==> config.mk <==
export PLATFORM = sky130hd
export DESIGN_NAME = texture_loader
export DESIGN_NICKNAME = d
export VERILOG_FILES = /design/src/rtl/texture_loader_pkg.sv /design/src/rtl/texture_loader_chksum.sv /design/src/rtl/texture_loader.sv
export SDC_FILE = /design/constraint.sdc
export NUM_CORES = 1
export LEC_CHECK = 0
export CAP_MARGIN = 20
export CORE_ASPECT_RATIO = 0.8
export CORE_MARGIN = 5
export CORE_UTILIZATION = 54
export DETAILED_ROUTE_END_ITERATION = 7
export HOLD_SLACK_MARGIN = 0.02
export PLACE_DENSITY = 0.94
export SETUP_SLACK_MARGIN = 0.2
export SLEW_MARGIN = 30
export SYNTH_ARGS = -nofsm -noshare
export SYNTH_HDL_FRONTEND = slang
export SYNTH_SLANG_ARGS = --single-unit
==> constraint.sdc <==
create_clock -name i_clk -period 4.1 [get_ports i_clk]
set_input_delay 0.82 -clock i_clk [delete_from_list [all_inputs] [get_ports i_clk]]
set_output_delay 0.82 -clock i_clk [all_outputs]
set_load 0.005 [all_outputs]
==> src/rtl/texture_loader_pkg.sv <==
// Shared constants and state encoding for the texture loader and the sprite read side.
// The CHK state exists only when TEXTURE_LOADER_CHKSUM_EN is defined.
package texture_loader_pkg;

    localparam int TEX_ADDR_W = 10;
    localparam int SLOT_W     = 2;
    localparam int WADDR_W    = SLOT_W + TEX_ADDR_W;

    localparam int R_MSB = 15;
    localparam int R_LSB = 11;
    localparam int G_MSB = 10;
    localparam int G_LSB = 5;
    localparam int B_MSB = 4;
    localparam int B_LSB = 0;

`ifdef TEXTURE_LOADER_CHKSUM_EN
    typedef enum logic [2:0] {S_IDLE, S_HI, S_LO, S_CHK, S_DONE} state_e;
`else
    typedef enum logic [2:0] {S_IDLE, S_HI, S_LO, S_DONE} state_e;
`endif

    function automatic logic is_loading(input state_e s);
`ifdef TEXTURE_LOADER_CHKSUM_EN
        return (s == S_HI) || (s == S_LO) || (s == S_CHK);
`else
        return (s == S_HI) || (s == S_LO);
`endif
    endfunction

    // Field extractors for the sprite side, which decodes the same RGB565 words.
    function automatic logic [4:0] rgb565_r(input logic [15:0] w);
        return w[R_MSB:R_LSB];
    endfunction

    function automatic logic [5:0] rgb565_g(input logic [15:0] w);
        return w[G_MSB:G_LSB];
    endfunction

    function automatic logic [4:0] rgb565_b(input logic [15:0] w);
        return w[B_MSB:B_LSB];
    endfunction

endpackage

==> src/rtl/texture_loader_chksum.sv <==
// Mod-256 byte accumulator with a registered compare against a trailing sum byte.
module texture_loader_chksum (
    input  logic       i_clk,
    input  logic       i_rst_n,
    input  logic       i_clr,
    input  logic       i_add,
    input  logic       i_cmp,
    input  logic [7:0] i_byte,
    output logic       o_mismatch
);

    logic [7:0] sum_q;
    logic       mismatch_q;

    always_ff @(posedge i_clk) begin
        if (!i_rst_n) begin
            sum_q      <= '0;
            mismatch_q <= 1'b0;
        end else if (i_clr) begin
            sum_q      <= '0;
            mismatch_q <= 1'b0;
        end else begin
            if (i_add) begin
                sum_q <= sum_q + i_byte;
            end
            if (i_cmp) begin
                mismatch_q <= (i_byte != sum_q);
            end
        end
    end

    assign o_mismatch = mismatch_q;

endmodule

==> src/rtl/texture_loader.sv <==
// Streams byte pairs into RGB565 texels and writes them to an external texture RAM slot.
// Optional trailing checksum byte and o_err flag enabled by TEXTURE_LOADER_CHKSUM_EN.
module texture_loader
    import texture_loader_pkg::*;
#(
    parameter int WORDS = 1024,
    parameter int SLOTS = 4
) (
    input  logic        i_clk,
    input  logic        i_rst_n,
    input  logic        i_start,
    input  logic [1:0]  i_slot,
    input  logic        i_abort,
    input  logic [7:0]  i_byte,
    input  logic        i_valid,
    output logic        o_ready,
    output logic        o_we,
    output logic [11:0] o_waddr,
    output logic [15:0] o_wdata,
    output logic        o_busy,
    output logic        o_done,
    output logic        o_err
);

`ifdef TEXTURE_LOADER_CHKSUM_EN
    localparam state_e S_AFTER_LAST = S_CHK;
`else
    localparam state_e S_AFTER_LAST = S_DONE;
`endif

    state_e                 state_q;
    logic [SLOT_W-1:0]      slot_q;
    logic [TEX_ADDR_W-1:0]  cnt_q;
    logic [7:0]             hi_q;
    logic                   we_q;
    logic [WADDR_W-1:0]     waddr_q;
    logic [15:0]            wdata_q;
    logic                   done_q;

    logic loading;
    logic start_ok;
    logic last_texel;

    assign loading    = is_loading(state_q);
    assign start_ok   = i_start && (state_q == S_IDLE) && (int'(i_slot) < SLOTS);
    assign last_texel = (cnt_q == TEX_ADDR_W'(WORDS - 1));

    // Abort is checked before i_valid in every loading state so it always wins.
    always_ff @(posedge i_clk) begin
        if (!i_rst_n) begin
            state_q <= S_IDLE;
            slot_q  <= '0;
            cnt_q   <= '0;
            hi_q    <= '0;
            we_q    <= 1'b0;
            waddr_q <= '0;
            wdata_q <= '0;
            done_q  <= 1'b0;
        end else begin
            we_q   <= 1'b0;
            done_q <= 1'b0;
            case (state_q)
                S_IDLE: begin
                    if (start_ok) begin
                        slot_q  <= i_slot;
                        cnt_q   <= '0;
                        state_q <= S_HI;
                    end
                end
                S_HI: begin
                    if (i_abort) begin
                        state_q <= S_IDLE;
                    end else if (i_valid) begin
                        hi_q    <= i_byte;
                        state_q <= S_LO;
                    end
                end
                S_LO: begin
                    if (i_abort) begin
                        state_q <= S_IDLE;
                    end else if (i_valid) begin
                        we_q    <= 1'b1;
                        waddr_q <= {slot_q, cnt_q};
                        wdata_q <= {hi_q, i_byte};
                        if (last_texel) begin
                            state_q <= S_AFTER_LAST;
                        end else begin
                            cnt_q   <= cnt_q + 1'b1;
                            state_q <= S_HI;
                        end
                    end
                end
`ifdef TEXTURE_LOADER_CHKSUM_EN
                S_CHK: begin
                    if (i_abort) begin
                        state_q <= S_IDLE;
                    end else if (i_valid) begin
                        state_q <= S_DONE;
                    end
                end
`endif
                S_DONE: begin
                    done_q  <= 1'b1;
                    state_q <= S_IDLE;
                end
                default: state_q <= S_IDLE;
            endcase
        end
    end

    assign o_ready = loading;
    assign o_busy  = loading;
    assign o_we    = we_q;
    assign o_waddr = waddr_q;
    assign o_wdata = wdata_q;
    assign o_done  = done_q;

`ifdef TEXTURE_LOADER_CHKSUM_EN
    logic xfer;
    logic mismatch;
    logic err_q;

    assign xfer = i_valid && loading && !i_abort;

    texture_loader_chksum u_chksum (
        .i_clk      (i_clk),
        .i_rst_n    (i_rst_n),
        .i_clr      (start_ok),
        .i_add      (xfer && (state_q != S_CHK)),
        .i_cmp      (xfer && (state_q == S_CHK)),
        .i_byte     (i_byte),
        .o_mismatch (mismatch)
    );

    always_ff @(posedge i_clk) begin
        if (!i_rst_n) begin
            err_q <= 1'b0;
        end else if (start_ok) begin
            err_q <= 1'b0;
        end else if (state_q == S_DONE) begin
            err_q <= mismatch;
        end
    end

    assign o_err = err_q;
`else
    assign o_err = 1'b0;
`endif

endmodule

==> run_results.csv <==
group,metric,value,unit
worst_setup_path,critical_path_class,"input pin to flip-flop",
worst_setup_path,cp.required,4290,ps
drt,drc,0,
job,cap_violations,0,
yosys,ys_warn_count,0,
global_routing,antenna_found_initial,0,
worst_setup_path,cp-startpoint,"i_abort",
worst_setup_path,cp-endpoint,"cnt_q[7]",
cts,cts_tree,"built",
drt,drtPass1Iterations,4,
cells_and_area,drive_gt1_share,6.040,%
die,dieHeight,67.01,um
global_routing,globalRouteMet3Util,3.784,%
cells_and_area,nNetsFinal,317,
place,place_congestion,0.8267,
min_path,worstHoldStart,"o_waddr[10]",
min_path,hp-class,"flip-flop to flip-flop",
die,dieArea,5444,sq um
yosys,synthCells,261,
cells_and_area,fin_util,70.97,%
cts,cts_buffer_depth,2,
yosys,synth_most_common_cell,"nand2_1",
cts,cts_resized,0,
drt,vias_per_cell,5.504,
die,core,3854,sq um
cts,htree_num_levels,2,
power_and_ir_drop,power,0.9411,mW
global_routing,gr-total-overflow,0,
worst_setup_path,ff2ff_path_depth,6,
cts,cts_hold_buffers,0,
yosys,synthArstFlopShare,0,%
die,num_rows,20,
yosys,synth_edf_count,0,
timing,final-hold-violation-count,0,
timing,tightest_slew,634.9,ps
place,portBuffers,46,
yosys,post_synth.cell_area_avg,8.404,sq um
die,initial_core_util,56.92,%
timing,setup-tns-final,0,ps
power_and_ir_drop,max-vdd-ir-drop,0.2845,mV
timing,slew_headroom,57.36,%
global_routing,grt_max_degree,45,
worst_setup_path,worst_ep_arrival_time,2690,ps
timing,clock_skew,4.619,ps
drt,drt_iter0_drc,203,
cts,clk_latency,310,ps
cells_and_area,diodes,0,
yosys,synthesis.area,2193,sq um
yosys,synth_area_leaders,"dfxtp_1 47%, nand2_1 11%, a21oi_1 7.5%, mux2i_1 4.1%, ha_1 2.9%",
worst_setup_path,rrSetupSlack,1660,ps
drt,via_count,1943,
worst_setup_path,r2r-end,"cnt_q[7]",
yosys,ys_ff_latch,52,
global_routing,grt_pass1_vias,1888,
power_and_ir_drop,p_per_area,344.1,nW/um^2
run_status,status,"finished clean",
timing,setup_viol,0,
timing,slew_violations,0,
cts,postCtsSetupRepairBufs,0,
cts,clkTransAtPathRegs,90,ps
yosys,yosysTopAreaCell,"dfxtp_1",
cts,numCtsBuffers,5,
drt,wl_per_cell,14.23,um
timing,finalCritPeriodShare,61.06,%
yosys,ys_top_cells_by_count,"66 x nand2_1, 52 x dfxtp_1, 33 x a21oi_1, 11 x nor2_1",
die,io_pins,48,
cells_and_area,area_growth,24.70,%
yosys,ys_types,44,
global_routing,grt_pass1_wl,8424,um
timing,timing.hold.ws,457.5,ps
worst_setup_path,path_max_fanout,16,
die,die_w,81.26,um
drt,ant_nets,0,
cells_and_area,final_cells,353,
yosys,synth_top_area_share,47.46,%
global_routing,met2_usage,33.20,%
yosys,synth_fp_nets,281,
place,dp.cells,345,
drt,totalWireLength,5022,um
global_routing,grtUsageMet1,25.37,%
timing,fin_crit,2504,ps
worst_setup_path,end_kind,"flip-flop",
cts,cts.root.buffer_cell,"clkbuf_8",
yosys,yosys_most_used_dff,"dfxtp_1",
cts,clkSinkCount,52,
power_and_ir_drop,p_leak,0.9614,nW
timing,rsz0062_at_grt,"no",
yosys,seq_area_frac_synth,47.46,%
worst_setup_path,r2r_start,"state_q[0]",
timing,fmax,399.4,MHz
global_routing,track_usage,19.85,%
global_routing,top_usage_layer,"met2",
worst_setup_path,start_kind,"input pin",
place,hpwl,3469,um
cells_and_area,filler_cell_count,326,
-- sequential cells by signal, summed over array words and instances (netlist names) --
register  flops
slot_q        2
cnt_q        10
o_we          1
o_wdata      16
state_q       2
o_done        1
hi_q          8
o_waddr      12
-- cell type report --
type / instances / area [sq um] / share of cell area (%)
Clock buffer: 5 / 68.82 / 2.516
Clock inverter: 3 / 18.77 / 0.6862
Inverter: 4 / 15.01 / 0.5489
Multi-Input combinational cell: 185 / 1040 / 38.01
Sequential cell: 52 / 1041 / 38.06
Tap cell: 55 / 68.82 / 2.516
Timing Repair Buffer: 49 / 483.0 / 17.66
-- report_power, final --
| group | total [mW] | internal (mW) | switching, mW |
|---|---|---|---|
| combinational | 0.128 | 0.0578 | 0.0700 |
| sequential | 0.520 | 0.514 | 0.00636 |
| clock | 0.293 | 0.119 | 0.174 |
| total | 0.941 | 0.691 | 0.250 |
-- critical path, stage by stage --
cell	delay [ps]
clkdlybuf4s50_1	470
and3b_1	610
o21ai_2	280
o311ai_0	380
o31ai_1	130
-- through the flow --
stage,area [sq um],setup slack [ps]
global route,2735,1407
detailed placement,2639,1308
floorplan,2193,2232
global placement,2639,1353
finish,2735,1596
CTS,2726,1596
-- metal layers --
metal / wire length (um) / share of wire, %
met5: 0 / 0
met4: 44 / 0.88
met3: 361 / 7.2
met2: 2378 / 47
met1: 2236 / 45
-- cells in the final DEF (no fill, tap or decap), types with 2 or more instances in the layout --
cell type / n
clkdlybuf4s50_1: 46
clkinv_2: 2
nand2_1: 66
nand2b_1: 5
nand4_1: 3
nand3b_1: 3
o311ai_0: 2
clkbuf_8: 5
buf_4: 3
o31ai_1: 3
and2_1: 2
a31oi_1: 3
inv_1: 3
ha_1: 5
o32ai_1: 2
dfxtp_1: 52
a21oi_1: 33
nand3_1: 9
a211oi_1: 3
o21ai_0: 5
mux2i_1: 9
nor4_1: 2
nor2_1: 11
-- cells by family (layout without fill, tap and decap cells) --
family / after synthesis / after routing / share of synthesized area [%]
compound gates: 57 / 57 / 15.63
fa+ha+maj: 5 / 5 / 2.852
buf+inv: 24 / 61 / 5.534
flops: 52 / 52 / 47.46
mux: 9 / 9 / 4.107
other cells: 1 / 1 / 0.1710
simple gates: 113 / 113 / 24.25
-- how the worst min path moves through the flow --
stage                             end  slack (ps)  cells past startpoint
after floorplan           o_wdata[10]         430                      2
after global placement    o_wdata[12]         440                      2
after detailed placement  o_waddr[10]         450                      2
after CTS                 o_waddr[10]         460                      2
after global routing       o_waddr[3]         480                      2
final                     o_waddr[10]         460                      2
(Power assumes the default switching activity.)
